File: src/rtl/bus_oe_sequencer.sv
// bus_oe_sequencer: one-hot-low 74245 output enables with a break-before-make dead period.
// The idle counter and the dead countdown share one register; only one of them is live per state.
module bus_oe_sequencer #(
    parameter int NUM_SRC     = 4,
    parameter int DEAD_CYCLES = 1
) (
    input  logic                       CLK,
    input  logic                       N_RST,
    input  logic [$clog2(NUM_SRC):0]   SEL,
    input  logic                       SEL_VALID,
    output logic [NUM_SRC-1:0]         N_OE,
    output logic                       BUS_READY,
    output logic [$clog2(NUM_SRC)-1:0] CUR_SRC,
    output logic                       ERR
);
    localparam int IW = $clog2(NUM_SRC);
    localparam logic [3:0] DC = 4'(DEAD_CYCLES);

    typedef enum logic [1:0] {IDLE, DEAD, DRIVE} state_t;

    state_t               state_q, state_d;
    logic [3:0]           cnt_q, cnt_d;
    logic [IW-1:0]        cur_q, cur_d;
    logic [NUM_SRC-1:0]   n_oe_q, n_oe_d;
    logic                 err_q, err_d;
    logic                 in_range, req;
    logic [IW-1:0]        sel_idx;
    logic [NUM_SRC-1:0]   grant_n;

    assign in_range = SEL < (IW+1)'(NUM_SRC);
    assign req      = SEL_VALID && in_range;
    assign sel_idx  = SEL[IW-1:0];
    assign grant_n  = ~(NUM_SRC'(1) << sel_idx);

    // An out-of-range request behaves exactly like a release, plus the sticky error.
    always_comb begin
        state_d = state_q;
        cnt_d   = cnt_q;
        cur_d   = cur_q;
        n_oe_d  = '1;
        err_d   = err_q | (SEL_VALID && !in_range);
        case (state_q)
            IDLE: begin
                cnt_d = (cnt_q == DC) ? cnt_q : cnt_q + 4'd1;
                if (req && cnt_q == DC) begin
                    state_d = DRIVE;
                    cur_d   = sel_idx;
                    n_oe_d  = grant_n;
                end else if (req) begin
                    state_d = DEAD;
                    cnt_d   = DC - cnt_q;
                end
            end
            DEAD: begin
                if (!req) begin
                    state_d = IDLE;
                    cnt_d   = DC - cnt_q;
                end else if (cnt_q == 4'd1) begin
                    state_d = DRIVE;
                    cur_d   = sel_idx;
                    n_oe_d  = grant_n;
                end else begin
                    cnt_d = cnt_q - 4'd1;
                end
            end
            DRIVE: begin
                if (!req) begin
                    state_d = IDLE;
                    cnt_d   = 4'd1;
                end else if (sel_idx == cur_q) begin
                    n_oe_d = n_oe_q;
                end else begin
                    state_d = DEAD;
                    cnt_d   = DC;
                end
            end
            default: state_d = IDLE;
        endcase
    end

    always_ff @(posedge CLK or negedge N_RST) begin
        if (!N_RST) begin
            state_q <= IDLE;
            cnt_q   <= DC;
            cur_q   <= '0;
            n_oe_q  <= '1;
            err_q   <= 1'b0;
        end else begin
            state_q <= state_d;
            cnt_q   <= cnt_d;
            cur_q   <= cur_d;
            n_oe_q  <= n_oe_d;
            err_q   <= err_d;
        end
    end

    assign N_OE      = n_oe_q;
    assign CUR_SRC   = cur_q;
    assign ERR       = err_q;
    assign BUS_READY = (state_q == DRIVE) && SEL_VALID && (SEL == {1'b0, cur_q});
endmodule

File: config.mk
export PLATFORM = sky130hd
export DESIGN_NAME = bus_oe_sequencer
export DESIGN_NICKNAME = d
export VERILOG_FILES = /design/src/rtl/bus_oe_sequencer.sv
export SDC_FILE = /design/constraint.sdc
export NUM_CORES = 1
export LEC_CHECK = 0
export ABC_AREA = 1
export BUFFER_PORTS_ARGS = -buffer_cell sky130_fd_sc_hd__buf_2
export CAP_MARGIN = 20
export CORE_MARGIN = 4
export CORE_UTILIZATION = 45
export CTS_CLUSTER_DIAMETER = 50
export DETAILED_ROUTE_END_ITERATION = 7
export PLACE_DENSITY = 0.76
export SYNTH_ARGS = -nofsm -noshare
export SYNTH_HDL_FRONTEND = slang
export SYNTH_SLANG_ARGS = --single-unit
export TNS_END_PERCENT = 10
File: constraint.sdc
create_clock -name CLK -period 1.3 [get_ports CLK]
set_input_delay 0.13 -clock CLK [delete_from_list [all_inputs] [get_ports CLK]]
set_output_delay 0.13 -clock CLK [all_outputs]
set_load 0.005 [all_outputs]
==> impl_metrics.tcl <==
set metrics [dict create \
    reg2reg_from "state_q[0]" \
    worstRegToRegCells 9 \
    hold_viol 0 \
    hold_ws_ps 119.2 \
    maxSlewViolCount 0 \
    die_h_um 56.07 \
    peakVddDrop_v 0.001276 \
    path_clk_slew_ps 80 \
    grt.total_usage_pct 18.09 \
    final_antenna_net_count 0 \
    cts_sinks 13 \
    grt_pass1_wl_um 4657 \
    ios 14 \
    crit_start "state_q[1]" \
    nets 202 \
    crit_type "register to output pin" \
    grt_overflow_total 0 \
    numCtsBuffers 3 \
    met2_length_um 1293 \
    coreArea_um2 2212 \
    min_path_cells 3 \
    synth_nets 165 \
    post-place-ws_ps -162.6 \
    required_ps 1170 \
    tightest_slew_ps 298.3 \
    path_cells "ha_4 > inv_2 > nor2_4 > nand3_4 > buf_6 > inv_2 > buf_2" \
    wl_met1_um 1114 \
    synth_top_area_share_pct 21.30 \
    syn-instance-count 150 \
    critical-path-slowest-cell "dfrtp_1" \
    gp_congestion 0.8988 \
    portBuffers 13 \
    antenna_found_initial 0 \
    drive_gt1_share_pct 37.10 \
    fmaxAchievable_mhz 647.2 \
    leakagePower_nw 0.7379 \
    grt_max_degree 14 \
    fill_cells 202 \
    min_period_ps 1545 \
    max-slew-margin-rel_pct 80.12 \
    synth.yosys.warnings 0 \
    maxCapViolCount 0 \
    grt_pass1_vias 1083 \
    synth_top_area_cell "nand2_1" \
    violations "setup timing" \
    drc 0 \
    avgRoutedWirePerCell_um 11.79 \
    final_area_um2 1375 \
    cp_common_cell "inv_2" \
    setup_ws_ps -245.0 \
    vias 1041 \
    die-area_um2 3144 \
    yosysUniqueCellTypes 25 \
    synthToLayoutAreaGrowth_pct 32.25 \
    crit_fanout 3 \
    htreeDepth 1 \
    yosysSeqAreaShare_pct 31.89 \
    final_common_cell "nand2_1" \
    final_cell_mix "nand2_1, buf_4, inv_1, buf_2, nor2_1" \
    synth.avg_cell_area_um2 6.932 \
    dr.pass1.iters 4 \
    holdCritStartpoint "SEL_VALID" \
    setup_viol 13 \
    syn-cell-area_um2 1040 \
    max_stage_delay_ps 440 \
    finClkSkew_ps 3.273 \
    placementRows 17 \
    hold_class "primary input to register" \
    cts_tree "done" \
    worstPathArrival_ps 1420 \
    drtIter0Drc 13 \
    cts.path.max_buffers 2 \
    worstSetupStartpointType "register" \
    synth-seq-cells 13 \
    start_util_pct 47.00 \
    die-width_um 56.07 \
    endpoint_kind "output pin" \
    wl_met3_um 83 \
    post_dp_cell_area_um2 1259 \
    power.density_nw_per_um2 2044 \
    synth_area_leaders "nand2_1, dfrtp_1, dfstp_2" \
    n_antenna_cell 0 \
    wl_um 2522 \
    rsz0062_at_grt "yes" \
    finalCritPeriodShare_pct 118.8 \
    status "finished, violations left" \
    top_layer "met4" \
    dp_hpwl_um 1831 \
    cts_root_buffer "clkbuf_4" \
    viasPerCell 4.864 \
    clkLatencyLatePin_ps 270 \
]
[cell type report]
class                   instances  area (um2)  area share [%]
multi-input cells             114       676.9           49.23
flip-flops and latches         13       331.6           24.11
repair buffers                 33       221.5           16.11
inverters                      22       82.58           6.005
well taps                      28       35.03           2.548
clock buffers                   3       22.52           1.638
clock inverters                 1       5.005          0.3640
[cell families (layout without fill, tap and decap cells)]
kind of cell	after synthesis	count (layout)	synth area share [%]
buf+inv	23	59	9.025
flops	13	13	31.89
xor+xnor	3	3	2.528
fa+ha+maj	9	9	10.83
compound gates	12	12	6.981
simple gates	90	90	38.75
[critical path: cells and delay by family, from the launching register on]
family,cells,cell delay [ps]
and+or+nand+nor,2,220
DFF,1,440
adders and majority gates,1,170
buffers and inverters,4,310
[flip-flops by register name, indices dropped and copies added, names as in the netlist, named ones only]
signal and count:
CUR_SRC 2, ERR 1, N_OE 4, cnt_q 3
state_q 2
[report_power, final]
group	switching [mW]	total [mW]	leakage [nW]	internal (mW)
logic	1.08	1.90	0.569	0.817
clock network	0.132	0.246	0.0177	0.114
registers	0.122	0.666	0.151	0.543
total	1.34	2.81	0.738	1.47
[synth_stat cells]
cell	instances
a21oi_1	4
nand3_2	1
o21ai_1	1
a31oi_1	1
nor2_4	2
dfstp_2	5
o21ai_2	1
nor2_1	13
nand3_4	1
o22ai_1	1
nand2_1	59
nand2_2	4
xnor2_1	2
nand2_4	1
dfrtp_1	8
xor2_1	1
ha_1	9
o21bai_1	1
inv_2	5
nand3_1	8
a21oi_2	1
o21ai_0	2
buf_6	1
nor2_2	1
inv_1	17
[timing repair]
| action | in CTS | in global routing |
|---|---|---|
| setup endpoints to repair | 13 | 13 |
| endpoints found under the hold margin | 13 | 0 |
| buffers inserted | 3 | 2 |
| gates cloned | 0 | 0 |
| pin swaps | 4 | 1 |
| resized for setup | 8 | 3 |
| hold buffers | 1 | 0 |
[metal layers]
metal  track usage, %  vias up
li1                 -      532
met1            22.18      483
met2            32.22       22
met5                0        -
met3            2.088        4
met4            6.441        0
[path summary, 6_finish.rpt]
kind / end / slack, ps
setup reg to reg: register / -170
min in group asynchronous: ERR / 270
hold reg to reg: ERR / 470
max in group asynchronous: N_OE[0] / 750
setup / recovery: BUS_READY / -250
hold / removal: ERR / 120
[metrics by stage]
| step | total power [mW] | TNS (ps) | cells | util [%] |
|---|---|---|---|---|
| after floorplan | 1.831 | -214.2 | 150 | - |
| after global placement | 2.382 | -1184 | 204 | 56.90 |
| after detailed placement | 2.407 | -1448 | 204 | 56.90 |
| after CTS | 2.753 | -1705 | 212 | 60.92 |
| after global routing | 3.114 | -3077 | 214 | 62.16 |
| final | 2.811 | -1933 | 214 | 62.16 |
Note: power is estimated with default switching activity, not from simulation.
